## src/rtl/seg7_count_display.sv

```systemverilog
// Four-digit multiplexed seven-segment driver for the 4-bit up/down counter: count, wrap tally, direction glyph.
// Optional full-display flash on each wrap event, compiled in when SEG7_FLASH_EN is defined.
module seg7_count_display #(
    parameter int unsigned REFRESH_DIV  = 50000,
    parameter int unsigned FLASH_HALF   = 2500000,
    parameter int unsigned FLASH_BLINKS = 3
) (
    input  logic       clk,
    input  logic       reset,
    input  logic [3:0] value,
    input  logic       forward,
    input  logic       enable,
    input  logic       finish,
    output logic [6:0] seg,
    output logic       dp,
    output logic [3:0] an
);

    localparam int unsigned RW = (REFRESH_DIV > 1) ? $clog2(REFRESH_DIV) : 1;
    localparam logic [RW-1:0] REF_LAST = RW'(REFRESH_DIV - 1);

    localparam logic [6:0] GLYPH_UP   = 7'b1000001;
    localparam logic [6:0] GLYPH_DOWN = 7'b0100001;

    if (REFRESH_DIV < 2 || FLASH_HALF < 1 || FLASH_BLINKS < 1) begin : g_bad_cfg
        $error("seg7_count_display: invalid timing parameters");
    end

    logic [3:0] value_q;
    logic       forward_q;
    logic       enable_q;
    logic       finish_q;
    logic       finish_q2;
    logic       wrap_evt;

    logic [7:0]    wraps;
    logic [RW-1:0] refresh;
    logic [1:0]    idx;
    logic          blank;

    logic [6:0] seg_d;
    logic       dp_d;
    logic [3:0] an_d;

    function automatic logic [6:0] hex7(input logic [3:0] nib);
        logic [6:0] g;
        case (nib)
            4'h0:    g = 7'b1000000;
            4'h1:    g = 7'b1111001;
            4'h2:    g = 7'b0100100;
            4'h3:    g = 7'b0110000;
            4'h4:    g = 7'b0011001;
            4'h5:    g = 7'b0010010;
            4'h6:    g = 7'b0000010;
            4'h7:    g = 7'b1111000;
            4'h8:    g = 7'b0000000;
            4'h9:    g = 7'b0010000;
            4'hA:    g = 7'b0001000;
            4'hB:    g = 7'b0000011;
            4'hC:    g = 7'b1000110;
            4'hD:    g = 7'b0100001;
            4'hE:    g = 7'b0000110;
            default: g = 7'b0001110;
        endcase
        return g;
    endfunction

    always_ff @(posedge clk or posedge reset) begin
        if (reset) begin
            value_q   <= '0;
            forward_q <= 1'b0;
            enable_q  <= 1'b0;
            finish_q  <= 1'b0;
            finish_q2 <= 1'b0;
        end else begin
            value_q   <= value;
            forward_q <= forward;
            enable_q  <= enable;
            finish_q  <= finish;
            finish_q2 <= finish_q;
        end
    end

    // A held-high finish level produces exactly one event on its rising edge.
    assign wrap_evt = finish_q & ~finish_q2;

    always_ff @(posedge clk or posedge reset) begin
        if (reset) begin
            wraps <= '0;
        end else if (wrap_evt) begin
            wraps <= wraps + 8'd1;
        end
    end

    always_ff @(posedge clk or posedge reset) begin
        if (reset) begin
            refresh <= '0;
            idx     <= '0;
        end else if (refresh == REF_LAST) begin
            refresh <= '0;
            idx     <= idx + 2'd1;
        end else begin
            refresh <= refresh + RW'(1);
        end
    end

`ifdef SEG7_FLASH_EN
    localparam int unsigned TW = (FLASH_HALF > 1) ? $clog2(FLASH_HALF) : 1;
    localparam int unsigned BW = $clog2(FLASH_BLINKS + 1);
    localparam logic [TW-1:0] HALF_LAST   = TW'(FLASH_HALF - 1);
    localparam logic [BW-1:0] BLINKS_INIT = BW'(FLASH_BLINKS);

    typedef enum logic [1:0] {
        IDLE,
        BLANK,
        LIT
    } flash_state_t;

    flash_state_t  state, state_d;
    logic [TW-1:0] timer, timer_d;
    logic [BW-1:0] blinks, blinks_d;

    always_ff @(posedge clk or posedge reset) begin
        if (reset) begin
            state  <= IDLE;
            timer  <= '0;
            blinks <= '0;
        end else begin
            state  <= state_d;
            timer  <= timer_d;
            blinks <= blinks_d;
        end
    end

    always_comb begin
        state_d  = state;
        timer_d  = timer;
        blinks_d = blinks;
        if (wrap_evt) begin
            // Any wrap event, in any state, restarts the whole sequence.
            state_d  = BLANK;
            timer_d  = '0;
            blinks_d = BLINKS_INIT;
        end else begin
            case (state)
                BLANK: begin
                    if (timer == HALF_LAST) begin
                        state_d = LIT;
                        timer_d = '0;
                    end else begin
                        timer_d = timer + TW'(1);
                    end
                end
                LIT: begin
                    if (timer == HALF_LAST) begin
                        timer_d = '0;
                        if (blinks > BW'(1)) begin
                            state_d  = BLANK;
                            blinks_d = blinks - BW'(1);
                        end else begin
                            state_d = IDLE;
                        end
                    end else begin
                        timer_d = timer + TW'(1);
                    end
                end
                default: begin
                    state_d = IDLE;
                end
            endcase
        end
    end

    assign blank = (state == BLANK);
`else
    assign blank = 1'b0;
`endif

    always_comb begin
        seg_d = '1;
        dp_d  = 1'b1;
        an_d  = ~(4'b0001 << idx);
        case (idx)
            2'd0: begin
                seg_d = hex7(value_q);
                dp_d  = ~enable_q;
            end
            2'd1:    seg_d = hex7(wraps[3:0]);
            2'd2:    seg_d = hex7(wraps[7:4]);
            default: seg_d = forward_q ? GLYPH_UP : GLYPH_DOWN;
        endcase
        if (blank) begin
            an_d  = '1;
            seg_d = '1;
            dp_d  = 1'b1;
        end
    end

    always_ff @(posedge clk or posedge reset) begin
        if (reset) begin
            seg <= '1;
            dp  <= 1'b1;
            an  <= '1;
        end else begin
            seg <= seg_d;
            dp  <= dp_d;
            an  <= an_d;
        end
    end

endmodule

```

## config.mk

```make
export PLATFORM = sky130hd
export DESIGN_NAME = seg7_count_display
export DESIGN_NICKNAME = d
export VERILOG_FILES = /design/src/rtl/seg7_count_display.sv
export SDC_FILE = /design/constraint.sdc
export NUM_CORES = 1
export LEC_CHECK = 0
export BUFFER_PORTS_ARGS = -buffer_cell sky130_fd_sc_hd__buf_2
export CAP_MARGIN = 40
export CORE_MARGIN = 5
export CORE_UTILIZATION = 54
export DETAILED_ROUTE_END_ITERATION = 7
export GPL_TIMING_DRIVEN = 0
export HOLD_SLACK_MARGIN = 0.02
export PLACE_DENSITY = 0.72
export RECOVER_POWER = 25
export SYNTH_ARGS = -nofsm -noshare
export SYNTH_HDL_FRONTEND = slang
export SYNTH_SLANG_ARGS = --single-unit
```

## constraint.sdc

```tcl
create_clock -name clk -period 1.6 [get_ports clk]
set_input_delay 0.08 -clock clk [delete_from_list [all_inputs] [get_ports clk]]
set_output_delay 0.08 -clock clk [all_outputs]
set_load 0.03 [all_outputs]
```

**Word level (Yosys, flattened, before mapping)**

Memories as Yosys holds them, arrays and structs flattened.
Cells that the tools add are included.

- Bits of input ports: 9
- Word-level logic and storage cells: 30
- Output and inout port bits: 12
- Memories: 3
- ROM bits: 336
- Flip-flop bits (word level): 46

Memory list:

| memory | depth | width | rd ports | clocked after memory_dff | write ports | line | text |
|---|---|---|---|---|---|---|---|
| (name not given) | 16 | 7 | 1 | 0 | 0 | 47 | `case (nib)` |
| (name not given) | 16 | 7 | 1 | 0 | 0 | 47 |  |
| (name not given) | 16 | 7 | 1 | 0 | 0 | 47 |  |

- $add $sub $neg: 3
- Reduce and logical (&&, ||, !) cells: 1
- Equality and inequality tests: 3
- Mux-type cells: 4
- Shifts and indexed selects: 1
- Bitwise gates (word level): 4

Operators with widths:

| operator | number |
|---|---|
| case mux 7 bit (3 select lines) | 1 |
| adder 16 x 1 -> 16 bit (second input constant) | 1 |
| == test 16 bit (second input constant) | 1 |
| 2-to-1 mux 16 bit | 1 |
| adder 8 x 1 -> 8 bit (second input constant) | 1 |
| 2-to-1 mux 7 bit | 1 |
| inverter 4 bit | 1 |
| << shifter 1 x 2 -> 4 bit (first input constant) | 1 |
| adder 2 x 1 -> 2 bit (second input constant) | 1 |
| == test 2 x 1 -> 1 bit (second input constant) | 1 |
| == test 2 bit (second input constant) | 1 |
| logical NOT 2 bit | 1 |
| inverter 1 bit | 2 |
| bitwise AND 1 bit | 1 |
| 2-to-1 mux 1 bit | 1 |

**Logic depth before layout (Yosys ltp)**

Gate-level depths: netlist of run 1.

- Word-level depth: 2
- Mapped depth: 6
- Depth with buffers taken out: 6

**Worst setup path before layout of run 1**

Ideal clock, no wire load.

- Path kind: reg2reg
- From: register wraps[0]
- To: register seg[3]
- Required time: 1.510 ns
- Clock period less this slack: 1.495 ns
- Library setup time: 0.090 ns
- Path buffers: 0
- Stages on the path, launching flop included: 7
- Slack: 0.105 ns
- Arrival time: 1.405 ns
- Path through: dfrtp_1 -> inv_1 -> ha_1 -> inv_1 -> mux4_2 -> nand2_1 -> a31oi_1

- Cells in the longest elaborated chain, start to end: 2

Ends and longest elaborated chain:

| element | line | text |
|---|---|---|
| start: declaration | 36 | `logic [7:0] wraps;` |
| start signal: assignment | 91 | `wraps <= wraps + 8'd1;` |
| memory (16 x 7 bit) | n/a |  |
| case mux 7 bit (3 select lines) | 183 | `case (idx)` |
| named net seg_d[3] | 41 | `logic [6:0] seg_d;` |
| end signal: assignment | 205 | `seg <= seg_d;` |
| end: declaration | 14 | `output logic [6:0] seg,` |

The timed path passes the listed nets, and every way through them passes these cells.
A chain may end at the register's enable or synchronous reset.

**Worst setup path in the final report of run 1**

- From: register refresh[9]
- To: register refresh[15]

- Cells in the longest elaborated chain, start to end: 2
- Elaborated cells between the ends (all ways): 3
- Those cells by class: add/sub: 1; eq/ne: 1; mux: 1

Ends and longest elaborated chain:

| element | line | text |
|---|---|---|
| start: declaration | 37 | `logic [RW-1:0] refresh;` |
| start signal: assignment | 103 | `refresh <= refresh + RW'(1);` |
| adder 16 x 1 -> 16 bit / == test 16 bit (equally long branches) | 103, 99 |  |
| 2-to-1 mux 16 bit * | 99 | `end else if (refresh == REF_LAST) begin` |

Mark *: on every way between the ends. The rest lies on a longest branch, timed or not.

==> results.txt, run 1 <==
Status - complete, no violations
Vias in the first global route - 1939
Final Hold Vio Count - 0
Fin. max-slew vios - 0
# fillers - 355
Final core utilization - 69.55%
Syn Nets - 302
RSZ-0062 raised after global routing - yes
# rows - 25
Tcrit/Tclk final - 98.52%
Register area share after synthesis - 44.05%
Syn_area_per_cell - 9.953 um2
Via count - 2017
Max-cap viol count - 0
Htree depth - 2
Core area - 4755 um2
Initial antenna violation count - 0
Mapped Area - 2648 um2
Non-Filler Instances - 384
Cells after synthesis - 266
Residual DRC - 0
Netlist cell types - 41
Final setup vio count - 0
Area grow syn2layout - 24.91%
Clock transition at path regs - 0.10 ns
Gpl congestion - 0.9026
CTS tree - built
Final WL - 5386 um
DIE WIDTH - 80.02 um
Leak Pwr - 1.456 nW
Synth area leaders - dfrtp_1, ha_1, dfstp_2, xnor2_1, o21ai_0
Via density - 5.253
HPWL after DPL - 3616 um
Antenna diodes - 0
Critical path capture point type - flop
Clk buf depth - 2
Clock root buffer - clkbuf_8
Tmin final - 1.576 ns
CTS Sinks - 46
Slew @ Worst Pin - 0.6528 ns
Gr usage total - 17.43%
Crit start category - flop
I/O Pins - 21
Die area - 6403 um2
Ys async rst share - 100.0%
Starting Density - 55.68%
CP max FO - 4
Yosys warning total - 0
R2R setup slack - 0.02 ns
Commonest register cell after synthesis - dfrtp_1
Num CTS Buffers - 5
Worst setup path category - reg2reg
Peak supply drop - 0.5324 mV
Finished Cell Area - 3307 um2
Worst setup margin - 0.02368 ns
Layout net count - 352
Number of port buffers - 20
Final TNS setup - 0 ns
Post-synth top area share - 32.14%
Global-route wire length before repair - 8749 um
Layout cells sized above 1 - 27.76%
Drt pass-1 iters - 4
Largest net degree at the start of global routing - 31
Total gr overflow - 0
Top-count cell post-synth - dfrtp_1
#FFs+latches synth - 46
Vert. Die Dim - 80.02 um
Avg WL per Cell - 14.03 um
Starting DRC count in detailed routing - 61
Max Clk Rate - 0.6344 GHz
Post-synth top cells - dfrtp_1, ha_1, inv_1, nand2_1, o21ai_0
Dpl ws - -0.08935 ns
EDFF count, synth - 0
Clk_lat worst skew - 0.30 ns
Biggest area consumer among synthesized cells - dfrtp_1
Inst Count DP - 354
Area after DPL - 2851 um2
Worst EP required - 1.83 ns
Min-delay worst type - reg2reg
WP data arrival - 1.81 ns
Headroom to the max-slew limit - 56.43%
Detail Route Antenna Nets - 0
PwrDens - 1004 nW/um2
Worst Skew - 0.01837 ns
==> power breakdown <==
group,internal [W],total [W],switching (W)
Clock,0.000626,0.00104,0.000411
Sequential,0.00126,0.00134,0.0000745
Combinational,0.000414,0.000944,0.000530
==> kinds of logic after synthesis <==
family	count (synthesis)	share of synthesized area (%)
XOR/XNOR	20	6.616
AND/OR/NAND/NOR	88	18.34
AO/OA/AOI/OAI	47	10.78
multiplexers	6	2.788
adder cells (fa/ha/maj)	27	12.76
flip-flops	46	44.05
buffers and inverters	32	4.678
==> cell usage in the layout (no fill, tap or decap), types with 11 or more instances in the layout <==
cell type	n
buf_2	22
buf_4	15
dfrtp_1	28
dfstp_2	12
ha_1	22
inv_1	21
nand2_1	20
nand2b_1	11
nand3_1	12
nor2_1	13
o21ai_0	17
xnor2_1	14
==> repair_timing <==
action | 4_1_cts | 5_1_grt
pin swaps | 0 | 9
resized for setup | 4 | 28
buffers inserted | 4 | 10
hold endpoints to repair | 14 | 0
endpoints found under the setup margin | 13 | 17
hold buffers | 8 | 0
gates cloned | 0 | 0
==> flip-flops by register name, summed over array words and instances (netlist names) <==
signal     cells
refresh       16
wraps          8
seg            7
an             4
value_q        4
idx            2
dp             1
enable_q       1
finish_q       1
finish_q2      1
forward_q      1
==> path summary, 6_finish.rpt <==
| check | start | to | depth (start not counted) |
|---|---|---|---|
| setup / recovery | refresh[9] | refresh[15] | 4 |
| hold / removal | finish_q | finish_q2 | 0 |
| setup reg to reg | refresh[9] | refresh[15] | 4 |
| hold reg to reg | finish_q | finish_q2 | 0 |
| max in group asynchronous | reset | an[3] | 4 |
| min in group asynchronous | reset | value_q[3] | 3 |
==> area by class of cell <==
| type | instances | area (um2) | area share (%) |
|---|---|---|---|
| Sequential cell | 46 | 1174 | 35.49 |
| Clock inverter | 3 | 68.82 | 2.081 |
| Tap cell | 67 | 83.83 | 2.535 |
| Timing Repair Buffer | 43 | 305.3 | 9.232 |
| Buffer | 10 | 46.29 | 1.400 |
| Clock buffer | 5 | 68.82 | 2.081 |
| Inverter | 22 | 82.58 | 2.497 |
| Multi-Input combinational cell | 188 | 1478 | 44.68 |
==> worst max-delay path, cell delays in order, from the launching register on <==
cell	delay, ns
dfrtp_1	0.45
and4_4	0.28
nand4_4	0.12
or4b_4	0.51
a21oi_2	0.15
==> routing by layer <==
layer  share of wire (%)  track usage (%)  up-vias
li1                    -                -     1013
met1                  44            22.09      946
met2                  50            28.97       43
met3                 3.4            3.047       15
met4                 2.4            7.770        0
met5                   0                0        -
==> stage by stage <==
stage / power [W] / hold WS, ns
after floorplan: 0.002002 / 0.1114
after global placement: 0.002167 / 0.1877
after detailed placement: 0.002178 / 0.07482
after CTS: 0.003288 / 0.2834
after global routing: 0.003536 / 0.3868
final: 0.003319 / 0.3733
(Power assumes the default switching activity.)
==> run 2: changes to the inputs <==
- CORE_UTILIZATION: 54 -> 60
- PLACE_DENSITY: 0.72 -> 0.76
- clock period: 1.6 -> 1.7 ns (I/O delays scaled with it)
==> run 2 against run 1 <==
Effect of this change: flip-flop and latch count unchanged; worst setup slack improved by 0.038 ns; critical path depth increased by 1; global-route usage grew 1.1 points; clock skew fell by 0.010 ns; power down 15%; register-to-register slack improved by 0.04 ns; critical path type unchanged; largest cell class unchanged; largest power group unchanged.
==> results.txt, run 2 (synthesis gave the netlist of run 1 again) <==
Top flop regs - refresh x16, wraps x8, seg x7
WP data arrival - 1.88 ns (+0.07 ns)
Avg WL per Cell - 14.53 um (+3.6%)
Most frequent cells in the layout - dfrtp_1, ha_1, buf_2, inv_1, nand2_1
Starting DRC count in detailed routing - 95 (+56%)
Worst setup path category - reg2reg
Fin. max-slew vios - 0 (unchanged)
Drt pass-1 iters - 5 (+1)
Tcrit/Tclk final - 96.39% (-2.1 points)
Via count - 2009 (-0.40%)
RSZ-0062 raised after global routing - yes
Inst Count DP - 339 (-4.2%)
Initial antenna violation count - 0 (unchanged)
Status - complete, no violations
Residual DRC - 0 (unchanged)
Peak supply drop - 0.7425 mV (+39%)
Final WL - 5201 um (-3.4%)
CTS Sinks - 46 (unchanged)
Max reg flops - 16 (unchanged)
Core area - 4324 um2 (-9.1%)
CP startpoint - refresh[0]
DIE WIDTH - 76.43 um (-4.5%)
Number of port buffers - 20 (unchanged)
Tmin final - 1.639 ns (+0.06228 ns)
CP max FO - 4 (unchanged)
# rows - 24 (-4.0%)
Dpl ws - 0.05207 ns (+0.1414 ns)
Met2 wire len - 2543 um (-5.4%)
HPWL after DPL - 3637 um (+0.58%)
Vert. Die Dim - 76.43 um (-4.5%)
Max-cap viol count - 0 (unchanged)
Top routing layer used - met4
Die area - 5841 um2 (-8.8%)
Gr usage total - 18.53% (+1.1 points)
Largest net degree at the start of global routing - 31 (unchanged)
Worst reg-to-reg path cell count - 5 (+1)
Via density - 5.612 (+6.8%)
Total gr overflow - 0 (unchanged)
R2R setup slack - 0.06 ns (+0.04 ns)
Leak Pwr - 1.358 nW (-6.7%)
Final Hold Vio Count - 0 (unchanged)
Commonest non-fill, non-tap cell in the layout - dfrtp_1
Critical path capture point type - flop
Max Clk Rate - 0.6103 GHz (-3.8%)
I/O Pins - 21 (unchanged)
Clock root buffer - clkbuf_8
Worst setup path end - refresh[14]
Area grow syn2layout - 16.64%
Min-delay worst type - reg2reg
Antenna diodes - 0 (unchanged)
Num CTS Buffers - 5 (unchanged)
Met3 Routed Length - 206 um (+14%)
Starting Density - 61.23% (+5.5 points)
Global-route wire length before repair - 8873 um (+1.4%)
Layout net count - 341 (-3.1%)
PwrDens - 913.6 nW/um2 (-9.0%)
R2r startpoint - refresh[0]
Worst r2r dst - refresh[14]
Top reg by flops - refresh
Gpl congestion - 0.9406 (+4.2%)
Worst setup margin - 0.06140 ns (+0.03772 ns)
Non-Filler Instances - 358 (-6.8%)
Clk_lat worst skew - 0.31 ns (about the same)
Detail Route Antenna Nets - 0 (unchanged)
Headroom to the max-slew limit - 55.69% (-0.74 points)
Slew @ Worst Pin - 0.6638 ns (+0.01102 ns)
Metal-1 WL - 2385 um (-0.17%)
Final TNS setup - 0 ns (unchanged)
Worst Skew - 0.008303 ns (-0.01006 ns)
Clock transition at path regs - 0.10 ns (about the same)
Crit start category - flop
Htree depth - 2 (unchanged)
Layout cells sized above 1 - 20.59% (-7.2 points)
Clk buf depth - 2 (unchanged)
CTS tree - built
Worst EP required - 1.94 ns (+0.11 ns)
Final setup vio count - 0 (unchanged)
Vias in the first global route - 1866 (-3.8%)
==> run 2: changes by cell type in the layout (fill, tap and decap cells not counted), moves of 2 or more <==
cell,change
nor4b_1,+2
nor4b_4,-2
dfrtp_2,-5
buf_4,-12
dfrtp_1,+5
bufinv_16,-2
==> run 2: power by group <==
group          internal, W  total (W)  switching, W
Combinational     0.000363   0.000841      0.000479
Clock             0.000297   0.000703      0.000406
Sequential         0.00119    0.00128     0.0000867
Total              0.00185    0.00282      0.000971
==> run 2: area by class of cell <==
| type | count | area (um2) |
|---|---|---|
| Sequential cell | 46 | 1167 |
| Tap cell | 52 | 65.06 |
| Fill cell | 316 | 1236 |
| Buffer | 10 | 45.04 |
| Multi-Input combinational cell | 188 | 1411 |
| Clock inverter | 3 | 25.02 |
| Clock buffer | 5 | 68.82 |
| Timing Repair Buffer | 32 | 222.7 |
| Inverter | 22 | 82.58 |
==> run 2: repair_timing <==
item | CTS | global route
setup buffers | 0 | 3
hold buffers | 8 | 0
endpoints found under the setup margin | 0 | 15
hold endpoints to repair | 14 | 0
resized for setup | 0 | 15
==> run 2: layer usage <==
| metal | track usage [%] | up-vias |
|---|---|---|
| met1 | 23.99 | 963 |
| met5 | 0 | - |
| li1 | - | 991 |
| met4 | 5.245 | 0 |
| met2 | 30.91 | 46 |
| met3 | 4.374 | 9 |
==> run 2: worst min-delay path by stage <==
stage	start	to	slack, ns	cells after the start
floorplan	enable	enable_q	0.12	0
global placement	finish	finish_q	0.19	1
detailed placement	reset	value_q[3]	0.08	2
CTS	reset	value_q[3]	0.29	3
global route	value[0]	value_q[0]	0.39	2
finish	enable_q	dp	0.37	1
==> run 2: stage by stage <==
stage                     power [W]  util [%]  hold WS [ns]  instance area, um2
final                      0.002821     71.41        0.3724                3088
after global routing       0.003003     71.41        0.3923                3088
after CTS                  0.002779     69.53        0.2870                3007
after detailed placement   0.002055     65.51       0.08356                2833
after global placement     0.002038     65.05        0.1933                2813
after floorplan            0.001884         -        0.1164                2648
==> run 2: worst max-delay path, stage by stage (launching register included) <==
cell,delay (ns)
dfrtp_1,0.40
ha_2,0.21
nand4_1,0.19
or2_4,0.33
or3_4,0.33
a21oi_2,0.11
